### src/rtl/interp_lut_pipe.sv
// Three-stage linear interpolator over a writable breakpoint table.
// S1 looks up the adjacent entries, S2 forms the slope product, S3 rounds and adds.
module interp_lut_pipe #(
  parameter int DATA_W = 8,
  parameter int IDX_W  = 4,
  parameter int FRAC_W = 4,
  parameter int ROUND  = 0
) (
  input  logic                      clk,
  input  logic                      rst,
  input  logic                      tbl_we,
  input  logic [IDX_W-1:0]          tbl_addr,
  input  logic [DATA_W-1:0]         tbl_wdata,
  input  logic                      in_valid,
  output logic                      in_ready,
  input  logic [IDX_W+FRAC_W-1:0]   in_code,
  output logic                      out_valid,
  input  logic                      out_ready,
  output logic [DATA_W-1:0]         out_data
);

  localparam int DEPTH = 2**IDX_W;
  localparam int PW    = DATA_W + FRAC_W + 2;
  localparam logic signed [PW-1:0] RND = (ROUND != 0) ? PW'(1) << (FRAC_W - 1) : PW'(0);

  function automatic logic signed [DATA_W-1:0] round_shift_add(
    input logic signed [DATA_W-1:0] b,
    input logic signed [PW-1:0]     p
  );
    logic signed [PW-1:0] t;
    t = p + RND;
    t = t >>> FRAC_W;
    t = t + PW'(b);
    return t[DATA_W-1:0];
  endfunction

  logic signed [DATA_W-1:0] tbl [DEPTH];

  logic                     adv;
  logic [IDX_W-1:0]         idx;
  logic [IDX_W-1:0]         idx_n;
  logic [FRAC_W-1:0]        frac;
  logic signed [DATA_W:0]   diff;
  logic signed [PW-1:0]     diff_x;
  logic signed [PW-1:0]     frac_x;

  logic                     vld_p0, vld_p1, vld_p2;
  logic signed [DATA_W-1:0] base_p0, nxt_p0, base_p1, res_p2;
  logic [FRAC_W-1:0]        f_p0;
  logic signed [PW-1:0]     prod_p1;

  // Global stall: every stage moves only when the output slot is free or drained.
  assign adv       = out_ready | ~vld_p2;
  assign in_ready  = adv;
  assign out_valid = vld_p2;
  assign out_data  = res_p2;

  assign idx    = in_code[IDX_W+FRAC_W-1 -: IDX_W];
  assign frac   = in_code[FRAC_W-1:0];
  assign idx_n  = (idx == {IDX_W{1'b1}}) ? idx : idx + 1'b1;
  assign diff   = {nxt_p0[DATA_W-1], nxt_p0} - {base_p0[DATA_W-1], base_p0};
  assign diff_x = {{(PW-DATA_W-1){diff[DATA_W]}}, diff};
  assign frac_x = {{(PW-FRAC_W){1'b0}}, f_p0};

  // Writes land regardless of stalls; a same-edge lookup sees the old entry.
  always_ff @(posedge clk or negedge rst) begin
    if (!rst) begin
      for (int k = 0; k < DEPTH; k++) tbl[k] <= '0;
    end else if (tbl_we) begin
      tbl[tbl_addr] <= tbl_wdata;
    end
  end

  always_ff @(posedge clk or negedge rst) begin
    if (!rst) begin
      vld_p0  <= 1'b0;
      vld_p1  <= 1'b0;
      vld_p2  <= 1'b0;
      base_p0 <= '0;
      nxt_p0  <= '0;
      f_p0    <= '0;
      base_p1 <= '0;
      prod_p1 <= '0;
      res_p2  <= '0;
    end else if (adv) begin
      // S1: table lookup, last index clamps flat
      vld_p0  <= in_valid;
      base_p0 <= tbl[idx];
      nxt_p0  <= tbl[idx_n];
      f_p0    <= frac;
      // S2: slope times fraction
      vld_p1  <= vld_p0;
      base_p1 <= base_p0;
      prod_p1 <= diff_x * frac_x;
      // S3: round, shift, add to base
      vld_p2  <= vld_p1;
      res_p2  <= round_shift_add(base_p1, prod_p1);
    end
  end

endmodule
### config.mk
export PLATFORM = sky130hd
export DESIGN_NAME = interp_lut_pipe
export DESIGN_NICKNAME = d
export VERILOG_FILES = /design/src/rtl/interp_lut_pipe.sv
export SDC_FILE = /design/constraint.sdc
export NUM_CORES = 1
export LEC_CHECK = 0
export CORE_UTILIZATION = 50
export DETAILED_ROUTE_END_ITERATION = 10
export HOLD_SLACK_MARGIN = 0.03
export PLACE_DENSITY = 0.8
export RECOVER_POWER = 25
export SLEW_MARGIN = 25
export SYNTH_ARGS = -nofsm -noshare
export SYNTH_HDL_FRONTEND = slang
export SYNTH_SLANG_ARGS = --single-unit
### constraint.sdc
create_clock -name clk -period 4.68 [get_ports clk]
set_input_delay 1.404 -clock clk [delete_from_list [all_inputs] [get_ports clk]]
set_output_delay 1.404 -clock clk [all_outputs]
set_load 0.01 [all_outputs]
[Yosys cells after proc, flatten, opt, wreduce, memory -nomap -nowiden]
Index checks and enable logic that the tools add are counted.
W data, S select, Z words.
Storage, ports and cells
  bits in registers: 179
  input port bits: 25
  logic and storage cells: 50
Operators by class
  add/sub/neg operators: 3
  multiply operators: 1
  $lt $le $gt $ge: 4
  equality and inequality tests: 1
  multiplexer cells: 10
  bitwise operators: 5
  reduce and logical (&&, ||, !) cells: 1
Operators by type and width (number)
  $bwmux W128: 1
  $bmux W8 S4: 2
  $mux W8: 5
  $demux W8 S4: 1
  $ge A5 B5 Y1 const B: 3
  $not A4 Y5: 3
  $mul A9 B5 Y12: 1
  $sub A8 B8 Y9: 1
  $add A8 B8 Y8: 1
  $lt A5 B1 Y1 const B: 1
  $add A4 B1 Y4 const B: 1
  $eq A4 B4 Y1 const B: 1
  $mux W4: 1
  $logic_and A1 B1 Y1: 1
  $not A1 Y1: 1
  $or A1 B1 Y1: 1

[Depth between registers and ports, before layout]
Gate-level depths: netlist of the first run.
  word-level depth: 6
  mapped depth: 21
  gate-level depth less buffers: 21

[Least setup slack after synthesis of the first run]
Ideal clock, no wire load.
  kind: register -> register
  start: reg base_p0[1]
  end: reg prod_p1[11]
  arrival: 4.397 ns
  required time: 4.603 ns
  setup slack: 0.207 ns
  stages on the path, launching flop included: 21
  path buffers: 0
  period minus slack after synthesis: 4.473 ns
  cell sequence: dfrtp_1 inv_1 ha_1 nor2b_1 o21ai_1 a21boi_1 o21a_1 nor3_1 nor3b_1 ha_1 fa_1 inv_1 fa_1 inv_1 ha_1 o21a_1 o21ai_1 a211oi_1 nor3_1 xnor3_1 o21ai_1
On the way
  word-level cells in the longest chain between the ends: 2
RTL lines
  start, declared: line 48  | logic signed [DATA_W-1:0] base_p0, nxt_p0, base_p1, res_p2;
  start signal, assigned: line 88  | base_p0 <= tbl[idx];
  $sub A8 B8 Y9: line 61  | assign diff = {nxt_p0[DATA_W-1], nxt_p0} - {base_p0[DATA_W-1], base_p0};
  $mul A9 B5 Y12: line 94  | prod_p1 <= diff_x * frac_x;
  end signal, assigned: line 94
  end, declared: line 50  | logic signed [PW-1:0] prod_p1;
Every way passes these cells.
A chain may end at the register's enable or synchronous reset.

[Worst setup path after layout of the first run]
  start: reg nxt_p0[1]
  end: reg prod_p1[10]
On the way
  word-level cells in the longest chain between the ends: 2
RTL lines
  start, declared: line 48
  start signal, assigned: line 89  | nxt_p0 <= tbl[idx_n];
  $sub A8 B8 Y9: line 61
  $mul A9 B5 Y12: line 94
Every way passes these cells.

==> results.py, run 1 <==
metrics = {
    "synth": {
        "synth_top_area_share": 0.4186,
        "yosysTopAreaCell": "dfrtp_1",
        "synth_edf_count": 0,
        "synth_cell_type_count": 53,
        "yosysSeqAreaShare": 0.4186,
        "synth_seq_cells": 175,
        "synthTopCellsByArea": "dfrtp_1 42%, mux2_2 13%, nand2_1 5.8%",
        "mappedNetlistArea_um2": 10460,
        "async_flop_share": 1.000,
        "synthFlopType": "dfrtp_1",
        "yosysWarnings": 0,
        "synth.net_count": 1056,
        "synth_cells": 979,
        "avgSynthCellArea_um2": 10.69,
    },
    "pwr": {
        "power_switching_w": 0.003368,
        "combPwrFrac": 0.546,
        "power_w": 0.008372,
        "clock_power_share": 0.179,
        "seqPwrFrac": 0.275,
        "cellPowerDensity_nw_per_um2": 702.4,
        "vdd_ir_drop_max_mv": 0.5332,
        "intPower_w": 0.005003,
        "power.leakage_nw": 5.188,
        "swShare": 0.4024,
    },
    "grt": {
        "grt_use_total": 0.2575,
        "antenna_found_initial": 0,
        "grt_pass1_vias": 7877,
        "grt.overflow.total": 0,
        "grt_pass1_wl_um": 42730,
        "grt_max_degree": 76,
    },
    "final_layout": {
        "seq_area_um2": 4379,
        "insertedDiodeCount": 0,
        "final_layout_size_suffix_gt1_frac": 0.2480,
        "area_growth_pct": 13.92,
        "multi_input_area_um2": 5807,
        "fillers": 1656,
        "fin_nets": 1085,
    },
    "setup_path": {
        "crit_top_cell": "o21a_1",
        "endpoint_kind": "flop",
        "critical_path.startpoint_type": "flop",
        "worstPathCellList": "ha_1 > nor2b_1 > o21ai_1 > a21boi_1 > o21a_2 > o21a_1 > nor3b_2 > ha_1 > fa_1 > inv_2 > fa_1 > inv_2 > ha_4 > o21a_1 > o21ai_2 > buf_4 > a21oi_4 > o21a_1 > nor3_2 > o41ai_2",
        "path_class": "flop to flop",
        "slowest_stage": "fa_1",
        "cp_max_fo": 3,
        "worstPathArrival_ns": 4.86,
        "critPathRequiredTime_ns": 5.00,
        "critPathMaxStageDelay_ns": 0.51,
    },
    "clock_network": {
        "cts_tree": "yes",
        "numCtsBuffers": 17,
        "cts.clk_slew.worst_paths_ns": 0.07,
        "cts_buffer_depth": 2,
        "h-tree-depth": 4,
        "clock_sinks": 175,
        "cts_root_buf": "clkbuf_16",
        "postCtsHoldBufs": 0,
        "clock_latency_ns": 0.43,
    },
    "floorplanning": {
        "core_um2": 20360,
        "die-area_um2": 21510,
        "row_count": 52,
        "ios": 35,
        "start_util": 0.5138,
        "die_w_um": 146.7,
        "die_height_um": 146.7,
    },
    "detailed_routing": {
        "drt_first_pass_iters": 6,
        "avgRoutedWirePerCell_um": 20.70,
        "route.vias.total": 7874,
        "viasPerCell": 6.104,
        "route.antenna.remaining_nets": 0,
        "drt-total-wl_um": 26710,
        "drc": 0,
        "drtIter0Drc": 862,
    },
    "timing": {
        "period_needed_ns": 4.540,
        "setup_viol": 0,
        "rsz0062_at_grt": "true",
        "tightest_slew_ns": 1.924,
        "slew_violations": 146,
        "final_hold_viol_count": 0,
        "setup_tns_ns": 0,
        "skew_ns": 0.01041,
        "slew_headroom": -0.2825,
        "fmax_ghz": 0.2203,
        "fin_crit_sh": 0.9700,
    },
    "outcome": {
        "violations": "max-capacitance violations, max-slew violations",
        "status": "finished, violations left",
    },
    "flow_run": {
        "max-cap-violations": 2,
    },
    "placed_design": {
        "place.detailed.hpwl_um": 17370,
        "port_buffers": 34,
        "gp_congestion": 0.8746,
    },
    "worst_hold_path": {
        "min_path_type": "flop to flop",
    },
}
==> cell usage in the layout (no fill, tap or decap), drive strengths merged, types with 2 or more instances in the layout <==
| master | netlist | routed |
|---|---|---|
| dfrtp | 175 | 175 |
| nand2 | 163 | 163 |
| mux2 | 139 | 139 |
| inv | 53 | 58 |
| nor2 | 40 | 40 |
| nand3 | 38 | 38 |
| mux2i | 36 | 36 |
| buf | 25 | 36 |
| ha | 35 | 35 |
| clkdlybuf4s50 | 0 | 31 |
| o21ai | 25 | 25 |
| mux4 | 24 | 24 |
| clkbuf | 34 | 21 |
| fa | 17 | 17 |
| o221ai | 16 | 16 |
| a32oi | 16 | 16 |
| a31oi | 16 | 16 |
| and2 | 16 | 16 |
| nor2b | 16 | 16 |
| nor3 | 15 | 15 |
| a21oi | 14 | 14 |
| nand2b | 8 | 8 |
| xnor2 | 8 | 8 |
| o21a | 6 | 6 |
| xor2 | 6 | 6 |
| o31ai | 4 | 4 |
| nor3b | 4 | 4 |
| a211oi | 4 | 4 |
| clkinv | 0 | 4 |
| nand3b | 3 | 3 |
| bufinv | 0 | 3 |
| or2 | 3 | 3 |
| o41ai | 3 | 3 |
| a21o | 2 | 2 |
| or3 | 2 | 2 |
| o22ai | 2 | 2 |
| o2bb2ai | 2 | 2 |
==> metrics by stage <==
step                hold WS (ns)    util  instance area, um2  setup slack [ns]  instances
floorplan                 0.4300       -               10460            0.2066        979
global placement          0.4470  0.5445               11090           0.08184       1252
detailed placement        0.4565  0.5445               11090          -0.06123       1252
CTS                       0.4733  0.5759               11730         -0.009939       1285
global route              0.5023  0.5853               11920          -0.05632       1290
finish                    0.4686  0.5853               11920            0.1403       1290
==> kinds of logic after synthesis <==
kind of cell | after synthesis | share of synthesized area
multiplexers | 199 | 0.2361
buffers and inverters | 112 | 0.04592
flip-flops | 175 | 0.4186
AO/OA/AOI/OAI | 114 | 0.07749
AND/OR/NAND/NOR | 312 | 0.1337
XOR/XNOR | 15 | 0.01387
adder cells (fa/ha/maj) | 52 | 0.07438
==> area by class of cell <==
type,count,share of cell area
clock buffer,19,0.03632
timing repair buffer,69,0.04913
inverter,53,0.01669
multi-input combinational,692,0.4872
clock inverter,12,0.01491
tap,270,0.02834
sequential,175,0.3674
==> Yosys cell counts, drive strengths merged, types with 3 or more instances <==
cell type  number
dfrtp         175
nand2         163
mux2          139
inv            53
nor2           40
nand3          38
mux2i          36
ha             35
clkbuf         34
buf            25
o21ai          25
mux4           24
fa             17
a31oi          16
a32oi          16
and2           16
nor2b          16
o221ai         16
nor3           15
a21oi          14
nand2b          8
xnor2           8
o21a            6
xor2            6
a211oi          4
nor3b           4
o31ai           4
nand3b          3
o41ai           3
or2             3
==> power groups by stage <==
stage / clock network, W / logic, W / registers, W
3_5_place_dp: 0 / 0.00381 / 0.00231
6_report: 0.00150 / 0.00457 / 0.00230
4_1_cts: 0.00151 / 0.00394 / 0.00229
5_1_grt: 0.00158 / 0.00504 / 0.00235
3_3_place_gp: 0 / 0.00365 / 0.00229
2_1_floorplan: 0 / 0.00290 / 0.00221
==> routing by layer <==
metal,vias up,global-route usage,share of wire
li1,3504,-,-
met1,3949,0.3395,0.41
met2,358,0.4159,0.48
met3,63,0.06219,0.080
met4,0,0.08698,0.030
met5,-,0,0
==> registers in the layout, summed over array words and instances, names as in the netlist <==
register,cells
out_data,8
nxt_p0,8
base_p1,8
out_valid,1
vld_p1,1
base_p0,8
f_p0,4
tbl,128
vld_p0,1
prod_p1,8
==> path summary, 6_finish.rpt <==
kind,startpoint,end,slack [ns],depth (start not counted)
max reg2reg,nxt_p0[1],prod_p1[10],0.14,20
min in group asynchronous,rst,out_data[1],1.51,1
min,vld_p0,vld_p0,0.47,2
max,nxt_p0[1],prod_p1[10],0.14,20
max in group asynchronous,rst,tbl[74],0.69,2
min reg2reg,vld_p0,vld_p0,0.47,2
==> critical path: cells and delay by family, from the launching register on <==
family          cells  cell delay (ns)
flops               1             0.40
buf+inv             3             0.24
simple gates        3             0.37
fa+ha+maj           5             1.81
compound gates      9             1.63
==> repair_timing <==
item	in CTS	in global routing
pin swaps	3	25
endpoints found under the setup margin	2	5
resized for setup	3	32
buffers inserted	2	5
gates cloned	0	0
No activity file was read; power rests on OpenSTA's default activity.
==> inputs of run 2 (changes only) <==
--- a/config.mk
+++ b/config.mk
@@ -10,7 +10,7 @@
 export HOLD_SLACK_MARGIN = 0.03
 export PLACE_DENSITY = 0.8
 export RECOVER_POWER = 25
-export SLEW_MARGIN = 25
+export SKIP_CTS_REPAIR_TIMING = 1
 export SYNTH_ARGS = -nofsm -noshare
 export SYNTH_HDL_FRONTEND = slang
 export SYNTH_SLANG_ARGS = --single-unit
==> results.py, run 2 (synthesized netlist as in run 1, its figures left out) <==
metrics = {
    "floorplanning": {
        "die_height_um": 146.7,
        "die_w_um": 146.7,
        "row_count": 52,
        "start_util": 0.5138,
        "core_um2": 20360,
        "die-area_um2": 21510,
        "ios": 35,
    },
    "timing": {
        "setup_viol": 0,
        "fmax_ghz": 0.2165,
        "skew_ns": 0.008182,
        "setup_tns_ns": 0,
        "rsz0062_at_grt": "true",
        "slew_headroom": -0.2723,
        "tightest_slew_ns": 1.908,
        "period_needed_ns": 4.618,
        "final_hold_viol_count": 0,
        "slew_violations": 146,
        "fin_ws_ns": 0.06188,
        "fin_crit_sh": 0.9868,
    },
    "final_layout": {
        "stdcell_count": 1287,
        "layout_common_cells": "175 x dfrtp_1, 161 x nand2_1, 122 x mux2_2",
        "fin_nets": 1082,
        "area_growth_pct": 13.66,
        "final_common_cell": "dfrtp_1",
        "final_layout_size_suffix_gt1_frac": 0.2448,
        "final_area_um2": 11890,
        "top_register": "tbl",
        "insertedDiodeCount": 0,
        "largest_reg_flops": 128,
    },
    "pwr": {
        "intPower_w": 0.004941,
        "clock_power_share": 0.179,
        "combPwrFrac": 0.544,
        "vdd_ir_drop_max_mv": 0.4933,
        "cellPowerDensity_nw_per_um2": 698.8,
        "power_switching_w": 0.003369,
        "seqPwrFrac": 0.277,
        "power.leakage_nw": 5.174,
        "swShare": 0.4054,
    },
    "outcome": {
        "violations": "max-capacitance violations, max-slew violations",
        "status": "finished, violations left",
    },
    "setup_path": {
        "cp_max_fo": 4,
        "critPathMaxStageDelay_ns": 0.54,
        "path_class": "flop to flop",
        "worstPathArrival_ns": 4.93,
        "endpoint_kind": "flop",
        "worstPathCellList": "inv_2 > ha_2 > inv_1 > fa_2 > nand2_2 > a21oi_1 > o21a_1 > nor2_1 > xnor2_1 > and2_1 > ha_1 > inv_1 > fa_1 > inv_1 > fa_1 > ha_1 > o21ai_2 > buf_4 > a21oi_4 > o21a_1 > nor3_2 > o41ai_2",
        "crit_top_cell": "inv_1",
        "critical_path.startpoint_type": "flop",
        "rrSetupSlack_ns": 0.06,
        "r2r_cells": 22,
        "slowest_stage": "fa_1",
        "critPathRequiredTime_ns": 5.00,
    },
    "detailed_routing": {
        "route.antenna.remaining_nets": 0,
        "avgRoutedWirePerCell_um": 20.72,
        "drt_first_pass_iters": 5,
        "drtIter0Drc": 831,
        "drc": 0,
        "drt-total-wl_um": 26670,
        "route.vias.total": 7857,
        "viasPerCell": 6.105,
    },
    "placed_design": {
        "port_buffers": 34,
        "gp_congestion": 0.8746,
        "pre_cts_ws_ns": -0.06123,
        "placed_area_um2": 11090,
        "place.detailed.hpwl_um": 17370,
        "numPlacedInstances": 1252,
    },
    "grt": {
        "antenna_found_initial": 0,
        "grt_use_total": 0.2574,
        "grt_max_degree": 76,
        "grt_pass1_vias": 7852,
        "grt.overflow.total": 0,
        "grt_pass1_wl_um": 42720,
    },
    "clock_network": {
        "cts.clk_slew.worst_paths_ns": 0.07,
        "h-tree-depth": 4,
        "cts_buffer_depth": 2,
        "clock_sinks": 175,
        "clock_latency_ns": 0.43,
        "cts_tree": "yes",
        "numCtsBuffers": 17,
        "cts_root_buf": "clkbuf_16",
    },
    "worst_hold_path": {
        "worstHoldPathCells": 2,
        "min_path_type": "flop to flop",
    },
    "flow_run": {
        "max-cap-violations": 2,
    },
}
run 2: path summary, 6_finish.rpt:
kind,to,start
worst max-delay path,prod_p1[10],nxt_p0[0]
worst min-delay path,vld_p0,vld_p0
worst max register to register,prod_p1[10],nxt_p0[0]
worst min register to register,vld_p0,vld_p0
max in group asynchronous,tbl[74],rst
min in group asynchronous,out_data[1],rst
run 2: power by group through the flow:
stage	Sequential, W	Clock (W)	Combinational [W]
2_1_floorplan	0.00221	0	0.00290
3_3_place_gp	0.00229	0	0.00365
3_5_place_dp	0.00231	0	0.00381
4_1_cts	0.00229	0.00151	0.00389
5_1_grt	0.00235	0.00158	0.00498
6_report	0.00230	0.00149	0.00452
run 2: per-stage QoR:
stage | hold WS (ns) | util | total power, W
2_1_floorplan | 0.4300 | - | 0.005109
3_3_place_gp | 0.4470 | 0.5445 | 0.005939
3_5_place_dp | 0.4565 | 0.5445 | 0.006123
4_1_cts | 0.4733 | 0.5745 | 0.007693
5_1_grt | 0.5023 | 0.5839 | 0.008910
6_report | 0.4680 | 0.5839 | 0.008309
run 2: layout make-up:
cell class,count,area (um2)
Timing Repair Buffer,66,563.0
Clock buffer,19,432.9
Inverter,53,198.9
Fill cell,1660,8473
Tap cell,270,337.8
Clock inverter,12,177.7
Multi-Input combinational cell,692,5802
Sequential cell,175,4379
run 2: worst max-delay path, delay by kind of cell, from the launching register on:
kind                       cells  cell delay [ns]
buffers and inverters          5             0.38
DFF                            1             0.37
adders and majority gates      6             2.21
xor gates and xnor gates       1             0.12
AOI/OAI and AO/OA              6             1.00
and+or+nand+nor                4             0.44
run 2: layer usage:
| layer | vias up | share of wire | global-route usage |
|---|---|---|---|
| met5 | - | 0 | 0 |
| met4 | 0 | 0.030 | 0.08698 |
| met3 | 64 | 0.075 | 0.06219 |
| met2 | 364 | 0.48 | 0.4145 |
| met1 | 3934 | 0.41 | 0.3405 |
| li1 | 3495 | - | - |
==> inputs of run 3 (changes only) <==
--- a/config.mk
+++ b/config.mk
@@ -6,6 +6,7 @@
 export NUM_CORES = 1
 export LEC_CHECK = 0
 export CORE_UTILIZATION = 50
+export CTS_CLUSTER_DIAMETER = 50
 export DETAILED_ROUTE_END_ITERATION = 10
 export HOLD_SLACK_MARGIN = 0.03
 export PLACE_DENSITY = 0.8
==> results of run 3 <==
Same layout as run 2: the final DEF is identical, and so are final timing and power.
